`src/rtl/wb_sched_pkg.sv`:
```
// Shared types and constants for the writeback port scheduler: FU ids,
// fixed FU latencies and the reservation slot entry.
package wb_sched_pkg;

    localparam int unsigned FU_W           = 3;
    localparam int unsigned REG_W          = 5;
    localparam int unsigned LAT_W          = 5;
    localparam int unsigned DEPTH_DEFAULT  = 32;
    localparam int unsigned NUM_FU_DEFAULT = 5;

    typedef enum logic [FU_W-1:0] {
        FU_NONE = 3'd0,
        FU_ALU  = 3'd1,
        FU_MEM  = 3'd2,
        FU_MUL  = 3'd3,
        FU_DIV  = 3'd4,
        FU_JUMP = 3'd5
    } fu_e;

    localparam int unsigned LAT_ALU  = 1;
    localparam int unsigned LAT_MEM  = 2;
    localparam int unsigned LAT_MUL  = 7;
    localparam int unsigned LAT_DIV  = 24;
    localparam int unsigned LAT_JUMP = 2;

    typedef struct packed {
        logic [FU_W-1:0]  fu;
        logic [REG_W-1:0] rd;
        logic             we;
    } slot_t;

    // Zero marks an id with no execution unit behind it.
    function automatic logic [LAT_W-1:0] fu_latency(input logic [FU_W-1:0] fu);
        case (fu)
            FU_ALU:  return LAT_W'(LAT_ALU);
            FU_MEM:  return LAT_W'(LAT_MEM);
            FU_MUL:  return LAT_W'(LAT_MUL);
            FU_DIV:  return LAT_W'(LAT_DIV);
            FU_JUMP: return LAT_W'(LAT_JUMP);
            default: return LAT_W'(0);
        endcase
    endfunction

endpackage

```
`src/rtl/wb_slot_table.sv`:
```
// Writeback reservation table: shifts one slot toward slot 0 every cycle,
// with a single insert port addressing the post-shift position.
module wb_slot_table
    import wb_sched_pkg::*;
#(
    parameter int unsigned DEPTH = DEPTH_DEFAULT
)(
    input  logic             clk,
    input  logic             rst,
    input  logic             insert_en,
    input  logic [LAT_W-1:0] insert_pos,
    input  slot_t            insert_entry,
    output slot_t            slots [DEPTH]
);

    slot_t slot_q [DEPTH];
    slot_t slot_d [DEPTH];

    always_comb begin
        slot_d[DEPTH-1] = '0;
        for (int i = 0; i < int'(DEPTH) - 1; i++) begin
            slot_d[i] = slot_q[i+1];
        end
        for (int i = 0; i < int'(DEPTH); i++) begin
            if (insert_en && int'(insert_pos) == i) begin
                slot_d[i] = insert_entry;
            end
        end
    end

    always_ff @(posedge clk or posedge rst) begin
        if (rst) begin
            for (int i = 0; i < int'(DEPTH); i++) begin
                slot_q[i] <= '0;
            end
        end else begin
            slot_q <= slot_d;
        end
    end

    assign slots = slot_q;

endmodule

```
`src/rtl/wb_port_scheduler.sv`:
```
// Single-writeback-port scheduler: issues only when the result slot is free,
// the FU is idle and no register hazard exists against in-flight entries.
module wb_port_scheduler
    import wb_sched_pkg::*;
#(
    parameter int unsigned DEPTH  = DEPTH_DEFAULT,
    parameter int unsigned NUM_FU = NUM_FU_DEFAULT
)(
    input  logic              clk,
    input  logic              rst,
    input  logic              issue_valid,
    input  logic [FU_W-1:0]   issue_fu,
    input  logic [REG_W-1:0]  issue_rd,
    input  logic [REG_W-1:0]  issue_rs1,
    input  logic [REG_W-1:0]  issue_rs2,
    input  logic              issue_we,
    input  logic              flush,
    output logic              issue_ready,
    output logic              wb_valid,
    output logic [FU_W-1:0]   wb_sel,
    output logic [REG_W-1:0]  wb_rd,
    output logic [NUM_FU-1:0] fu_busy
);

    slot_t            slots [DEPTH];
    slot_t            head;
    slot_t            insert_entry;
    logic [LAT_W-1:0] lat;
    logic [LAT_W-1:0] insert_pos;
    logic             fu_known;
    logic             busy_hit;
    logic             port_conflict;
    logic             data_hazard;
    logic             accept;

    assign head = slots[0];

    // Hazard evaluation against the pre-shift table; slot 0 still counts as in flight.
    always_comb begin
        lat           = fu_latency(issue_fu);
        fu_known      = (issue_fu != '0) && (int'(issue_fu) <= int'(NUM_FU));
        busy_hit      = 1'b0;
        port_conflict = (lat == '0) || (int'(lat) > int'(DEPTH));
        data_hazard   = 1'b0;
        for (int f = 0; f < int'(NUM_FU); f++) begin
            if (int'(issue_fu) == f + 1) begin
                busy_hit = fu_busy[f];
            end
        end
        for (int i = 0; i < int'(DEPTH); i++) begin
            if (int'(lat) == i && slots[i].fu != '0) begin
                port_conflict = 1'b1;
            end
            if (slots[i].fu != '0 && slots[i].we && slots[i].rd != '0) begin
                if (slots[i].rd == issue_rs1 || slots[i].rd == issue_rs2) begin
                    data_hazard = 1'b1;
                end
                if (issue_we && slots[i].rd == issue_rd) begin
                    data_hazard = 1'b1;
                end
            end
        end
    end

    // FU id 0 never touches the table, so it is only held off by flush.
    always_comb begin
        issue_ready = 1'b0;
        if (!flush) begin
            if (issue_fu == '0) begin
                issue_ready = 1'b1;
            end else begin
                issue_ready = fu_known && !(busy_hit && head.fu != issue_fu) &&
                              !port_conflict && !data_hazard;
            end
        end
    end

    assign accept       = issue_valid && issue_ready && (issue_fu != '0);
    assign insert_pos   = lat - LAT_W'(1);
    assign insert_entry = '{fu: issue_fu, rd: issue_rd, we: issue_we};

    wb_slot_table #(.DEPTH(DEPTH)) u_table (
        .clk          (clk),
        .rst          (rst),
        .insert_en    (accept),
        .insert_pos   (insert_pos),
        .insert_entry (insert_entry),
        .slots        (slots)
    );

    // A new accept to an FU overrides the clear from its retiring entry.
    always_ff @(posedge clk or posedge rst) begin
        if (rst) begin
            fu_busy <= '0;
        end else begin
            for (int f = 0; f < int'(NUM_FU); f++) begin
                if (accept && int'(issue_fu) == f + 1) begin
                    fu_busy[f] <= 1'b1;
                end else if (int'(head.fu) == f + 1) begin
                    fu_busy[f] <= 1'b0;
                end
            end
        end
    end

    always_ff @(posedge clk or posedge rst) begin
        if (rst) begin
            wb_valid <= 1'b0;
            wb_sel   <= '0;
            wb_rd    <= '0;
        end else begin
            wb_valid <= (head.fu != '0) && head.we && (head.rd != '0);
            wb_sel   <= head.fu;
            wb_rd    <= head.rd;
        end
    end

endmodule
```
`config.mk`:
```
export PLATFORM = sky130hd
export DESIGN_NAME = wb_port_scheduler
export DESIGN_NICKNAME = d
export VERILOG_FILES = /design/src/rtl/wb_sched_pkg.sv /design/src/rtl/wb_slot_table.sv /design/src/rtl/wb_port_scheduler.sv
export SDC_FILE = /design/constraint.sdc
export NUM_CORES = 1
export LEC_CHECK = 0
export ABC_CLOCK_PERIOD_IN_PS = 26000
export CAP_MARGIN = 20
export CORE_UTILIZATION = 35
export CTS_CLUSTER_SIZE = 8
export DETAILED_ROUTE_END_ITERATION = 12
export GPL_ROUTABILITY_DRIVEN = 0
export GPL_TIMING_DRIVEN = 0
export PLACE_DENSITY_LB_ADDON = 0.08
export REMOVE_ABC_BUFFERS = 1
export SYNTH_ARGS = -nofsm -noshare
export SYNTH_HDL_FRONTEND = slang
export SYNTH_SLANG_ARGS = --single-unit
export TNS_END_PERCENT = 100
```
`constraint.sdc`:
```
create_clock -name clk -period 26 [get_ports clk]
set_input_delay 5.2 -clock clk [delete_from_list [all_inputs] [get_ports clk]]
set_output_delay 5.2 -clock clk [all_outputs]
set_load 0.05 [all_outputs]
```
Word level (Yosys, flattened, before mapping):

Index checks and enable logic that the tools add are counted.
Widths: inputs -> output; s select.

* register bits: 302
* input bits: 23
* output and inout bits: 15
* logic and storage cells: 740

* reductions and logical operators: 282
* magnitude comparators: 1
* $add $sub $neg: 1
* equality and inequality tests: 174
* muxes and demuxes: 178

Operators with widths (number)
* $eq 5x5->1: 96
* $mux 9: 32
* $logic_and 1x1->1: 172
* $eq 5x5->1 const B: 32
* $reduce_bool 5->1: 32
* $mux 1: 145
* $reduce_bool 3->1: 33
* $eq 5x4->1 const B: 16
* $eq 5x3->1 const B: 8
* $logic_or 1x1->1: 32
* $eq 3x3->1 const B: 10
* $eq 5x2->1 const B: 4
* $pmux 5 s4: 1
* $logic_not 5->1: 3
* $eq 3x2->1 const B: 4
* $eq 5x1->1 const B: 2
* $reduce_bool 2->1: 5
* $sub 5x1->5 const B: 1
* $eq 3x1->1 const B: 1
* $le 3x3->1 const B: 1
* $logic_not 1->1: 3
* $logic_not 3->1: 1
* $ne 3x3->1: 1
* $reduce_or 2->1: 1

Depth between registers and ports, before layout:

Gate-level depths: netlist of the first run.

* word-level depth: 106
* depth in mapped cells: 14
* mapped depth without buffers: 9

Hierarchy:

A second synthesis of the first run with hierarchy kept.

* cells, all modules: 1639
* area total of the unflattened synthesis: 18133.6 um^2

By module, submodules not included
* wb_slot_table: cells each 662, sequential area each 7206.9 um^2, area an instance 10884.2 um^2, instances 1
* wb_port_scheduler: cells each 977, sequential area each 350.3 um^2, area an instance 7249.5 um^2, instances 1

Worst setup path before layout of the first run:

Ideal clock, no wire load.

* kind: input-to-output
* start: input issue_fu[2]
* end: output issue_ready
* path buffers: 1
* slack: 13.648 ns
* stages on the path: 9
* data required time: 20.800 ns
* arrival time: 7.152 ns
* path through: buf_2 > xnor2_1 > nand3_1 > a222oi_1 > o21ai_1 > nor4_1 > and4_1 > a31oi_1 > nor2_1

* longest elaborated chain between the ends: 42
* elaborated cells on any way between the ends: 127
* classes of those cells: order compare: 1; eq/ne: 42; mux: 40; reduce/logical: 44

RTL lines
* start: declaration: RTL line wb_port_scheduler.sv:12 `input logic [FU_W-1:0] issue_fu,`
* $eq 3x3->1 or $eq 3x2->1 (tied branches): RTL line wb_sched_pkg.sv:34 `case (fu)`
* $reduce_or 2->1 (no source line)
* $pmux 5 s4: RTL line wb_sched_pkg.sv:34
* $logic_not 5->1: RTL line wb_port_scheduler.sv:51 `if (int'(lat) == i && slots[i].fu != '0) begin`
* $logic_and 1x1->1: RTL line wb_port_scheduler.sv:51
* $mux 1 (32 in series): RTL line wb_port_scheduler.sv:51
* $logic_not 1->1: RTL line wb_port_scheduler.sv:73 `!port_conflict && !data_hazard;`
* $logic_and 1x1->1: RTL line wb_port_scheduler.sv:72 `issue_ready = fu_known && !(busy_hit && head.fu != issue_fu) &&`
* $logic_and 1x1->1: RTL line wb_port_scheduler.sv:73
* $mux 1 (*): RTL line wb_port_scheduler.sv:69 `if (issue_fu == '0) begin`
* $mux 1 (*): RTL line wb_port_scheduler.sv:68 `if (!flush) begin`
* end: declaration: RTL line wb_port_scheduler.sv:18 `output logic issue_ready,`

Every way passes the cells marked *; elsewhere a longest branch is shown, timed or not.

Worst setup path in the final report of the first run:

Same ends and word-level chain as after synthesis.

==> run_results.csv, run 1 <==
group,metric,value,unit
sta,rsz0062_at_grt,"false",
worst_setup_path,crit_type,"input pin to output port",
clocking,cts.sinks,302,
clocking,clockRootBuffer,"clkbuf_16",
worst_setup_path,worstPathMaxFanout,26,
sta,postLayoutSetupSlackWorst,12.05,ns
worst_setup_path,crit_top_cell,"clkdlybuf4s50_1",
place,pre_cts_ws,11.97,ns
sta,period_needed,13.95,ns
grt,grt_pass1_vias,10400,
floorplan,ios,38,
clocking,cts.clk_slew.worst_paths,0.05,ns
synth,synth_ff_type,"dfrtp_1",
clocking,cts_hold_buf,0,
final_layout,area_growth,7.26,%
place,dpl.hpwl,27700,um
worst_setup_path,path_cells,"clkdlybuf4s50_1 > nor4b_1 > o221ai_1 > a221oi_1 > and4_1 > a31oi_1 > nor2_1 > clkdlybuf4s50_1",
final_layout,diodes,0,
route,drtIter0Drc,575,
final_layout,final_cell_mix,"xor2_1 (316), dfrtp_1 (302), xnor2_1 (166)",
clocking,postCtsSetupBuffers,0,
status,status,"finished clean",
clocking,cts.path.max_buffers,3,
power,power.density,69.0,mW/mm^2
synth,yosys.cell_types.count,48,
synth,synthCells,1579,
route,via_per_inst,4.99,
worst_setup_path,cpMaxStageDelayCell,"clkdlybuf4s50_1",
sta,tns,0,ns
floorplan,start_util,0.359,
power,p_leak,0.00678,uW
floorplan,num_rows,77,
route,drc,0,
synth,syn_avg_cell_area,10.1,um^2
sta,tightest_slew,1.01,ns
sta,max_freq,71.7,MHz
sta,finalSetupViolCount,0,
clocking,cts_resized,0,
worst_setup_path,slowest_delay,1.14,ns
worst_setup_path,critical_path_buf_inv_count,2,
route,vias,9774,
route,dr.pass1.iters,5,
min_path,worstHoldPathType,"flop to flop",
grt,grt_usage,0.193,
final_layout,mostFrequentLayoutCell,"xor2_1",
flow_run,maxCapViolCount,0,
place,numPortBuffers,37,
final_layout,stdcell_count,1959,
clocking,insertion_delay,0.57,ns
worst_setup_path,cp-start-kind,"input pin",
sta,finalHoldViolCount,0,
synth,synth_seq_cells,302,
final_layout,design_area,0.0172,mm^2
sta,finalClockSkew,0.0282,ns
clocking,numCtsBuffers,44,
place,dp.cells,1907,
sta,slew_violations,0,
synth,async_flop_share,1.00,
floorplan,die-area,0.0466,mm^2
worst_setup_path,cp.required,20.80,ns
route,wl,43400,um
grt,grt_overflow,0,
grt,grt_pass1_wl,67500,um
synth,ys_warn_count,0,
place,placed_cell_area,0.0160,mm^2
synth,yosysSeqAreaShare,0.472,
sta,max_slew_margin,0.323,
synth,synth_area,0.0160,mm^2
floorplan,die_w,216,um
sta,min_period_over_period,0.536,
grt,antenna_found_initial,0,
synth,synth_edf_count,0,
final_layout,fin_util,0.385,
floorplan,die_h,216,um
final_layout,drive_gt1_frac,0.0761,
route,routedWlPerCell,22.2,um
worst_setup_path,critPathTopFamily,"buffers and inverters",
power,peakVddDrop,0.0397,mV
final_layout,fillers,4355,
final_layout,nets,1384,
floorplan,core,0.0446,mm^2
clocking,cts_tree,"built",
clocking,htree_levels,2,
worst_setup_path,critPathArrivalTime,8.75,ns
worst_setup_path,cp-end-kind,"output port",
route,final_antenna_net_count,0,
grt,grt_max_degree,114,
-- final timing paths --
check,startpoint,cells after the start,to,slack (ns)
max in group asynchronous,rst,3,wb_rd[4],19.78
min,u_table.slots[160],0,u_table.slots[169],0.36
max,issue_fu[2],8,issue_ready,12.05
min in group asynchronous,rst,2,u_table.slots[142],5.23
min reg2reg,u_table.slots[160],0,u_table.slots[169],0.36
max reg2reg,u_table.slots[281],10,u_table.slots[76],22.16
-- layer usage --
metal / share of wire / wire length [um] / vias up / GRT usage
met2: 0.45 / 19400 / 211 / 0.291
li1: - / - / 4573 / -
met5: 0 / 0 / - / 0
met4: 0.022 / 936 / 0 / 0.0636
met1: 0.50 / 21600 / 4930 / 0.285
met3: 0.035 / 1520 / 60 / 0.0241
-- worst reg2reg max path: stages, from the launching register on --
cell	delay, ns
dfrtp_1	0.45
nor3_1	0.29
a21oi_1	0.20
and4_1	0.19
o21a_1	0.25
nor4_1	0.33
buf_2	0.23
and4_1	0.21
and4_1	0.80
nand4_4	0.35
mux2_4	0.41
-- metrics by stage --
step	total power, uW	hold WS (ns)
finish	1180	0.357
global route	1240	0.366
CTS	1200	0.365
detailed placement	690	0.355
global placement	687	0.355
floorplan	620	0.346
-- report_power, final --
| part | internal (uW) | leakage (uW) | switching (uW) |
|---|---|---|---|
| Clock | 301 | 0.000572 | 202 |
| Combinational | 61.9 | 0.00269 | 86.6 |
| Sequential | 497 | 0.00351 | 36.2 |
-- cells in the mapped netlist (2+ instances only) --
| master | instances | area, um^2 |
|---|---|---|
| a21oi_1 | 6 | 30.0 |
| a31oi_1 | 29 | 181 |
| and4_1 | 4 | 35.0 |
| buf_1 | 4 | 15.0 |
| buf_2 | 25 | 125 |
| buf_4 | 29 | 218 |
| buf_6 | 11 | 124 |
| clkbuf_1 | 258 | 968 |
| dfrtp_1 | 302 | 7560 |
| inv_1 | 12 | 45.0 |
| mux2_2 | 11 | 124 |
| mux2_4 | 6 | 90.1 |
| nand2_1 | 36 | 135 |
| nand2b_1 | 8 | 50.1 |
| nand3_1 | 98 | 490 |
| nand3_4 | 2 | 35.0 |
| nand4_1 | 8 | 50.1 |
| nand4b_1 | 6 | 52.6 |
| nor2_1 | 38 | 143 |
| nor2b_1 | 3 | 18.8 |
| nor3_1 | 97 | 485 |
| nor4_1 | 38 | 238 |
| o2111ai_1 | 6 | 52.6 |
| o21ai_0 | 4 | 20.0 |
| o311ai_0 | 27 | 236 |
| o31ai_1 | 4 | 30.0 |
| o41ai_1 | 6 | 52.6 |
| xnor2_1 | 166 | 1450 |
| xor2_1 | 316 | 2770 |
-- state kept, by name, indices dropped and copies added (netlist names) --
register       count
wb_valid           1
u_table.slots    288
wb_sel             3
wb_rd              5
fu_busy            5
-- final cells by class --
class,instances,area [um^2],area share
sequential,302,7560,0.440
multi-input combinational,946,6970,0.406
clock buffer,48,1120,0.0651
clock inverter,4,53.8,0.00314
tap,592,741,0.0432
timing repair buffer,55,663,0.0387
inverter,12,52.6,0.00306
-- cell families (layout without fill, tap and decap cells) --
family                    after synthesis  in the layout  share of synthesized area
and+or+nand+nor                       344            344                      0.112
xor gates and xnor gates              482            482                      0.264
DFF                                   302            302                      0.472
other                                   1              9                   0.000234
muxes                                  19             19                     0.0147
buffers and inverters                 339            119                     0.0935
AOI/OAI and AO/OA                      92             92                     0.0429
Power figures use the tool's default switching activity.
==> inputs of run 2 (changes only) <==
ABC_CLOCK_PERIOD_IN_PS = 11200   (was 26000)
clock period = 11.2 ns   (was 26 ns; I/O delays follow)
==> results of run 2 <==
Same layout as run 1 (identical final DEF). Status: finished clean.
Among the figures that moved: setup slack after placement 11.97 ns -> 3.09 ns; setup slack after layout 12.05 ns -> 3.17 ns; register-to-register setup slack 22.16 ns -> 7.36 ns; total power 1180 uW -> 2750 uW; worst IR drop on VDD 0.0397 mV -> 0.0922 mV
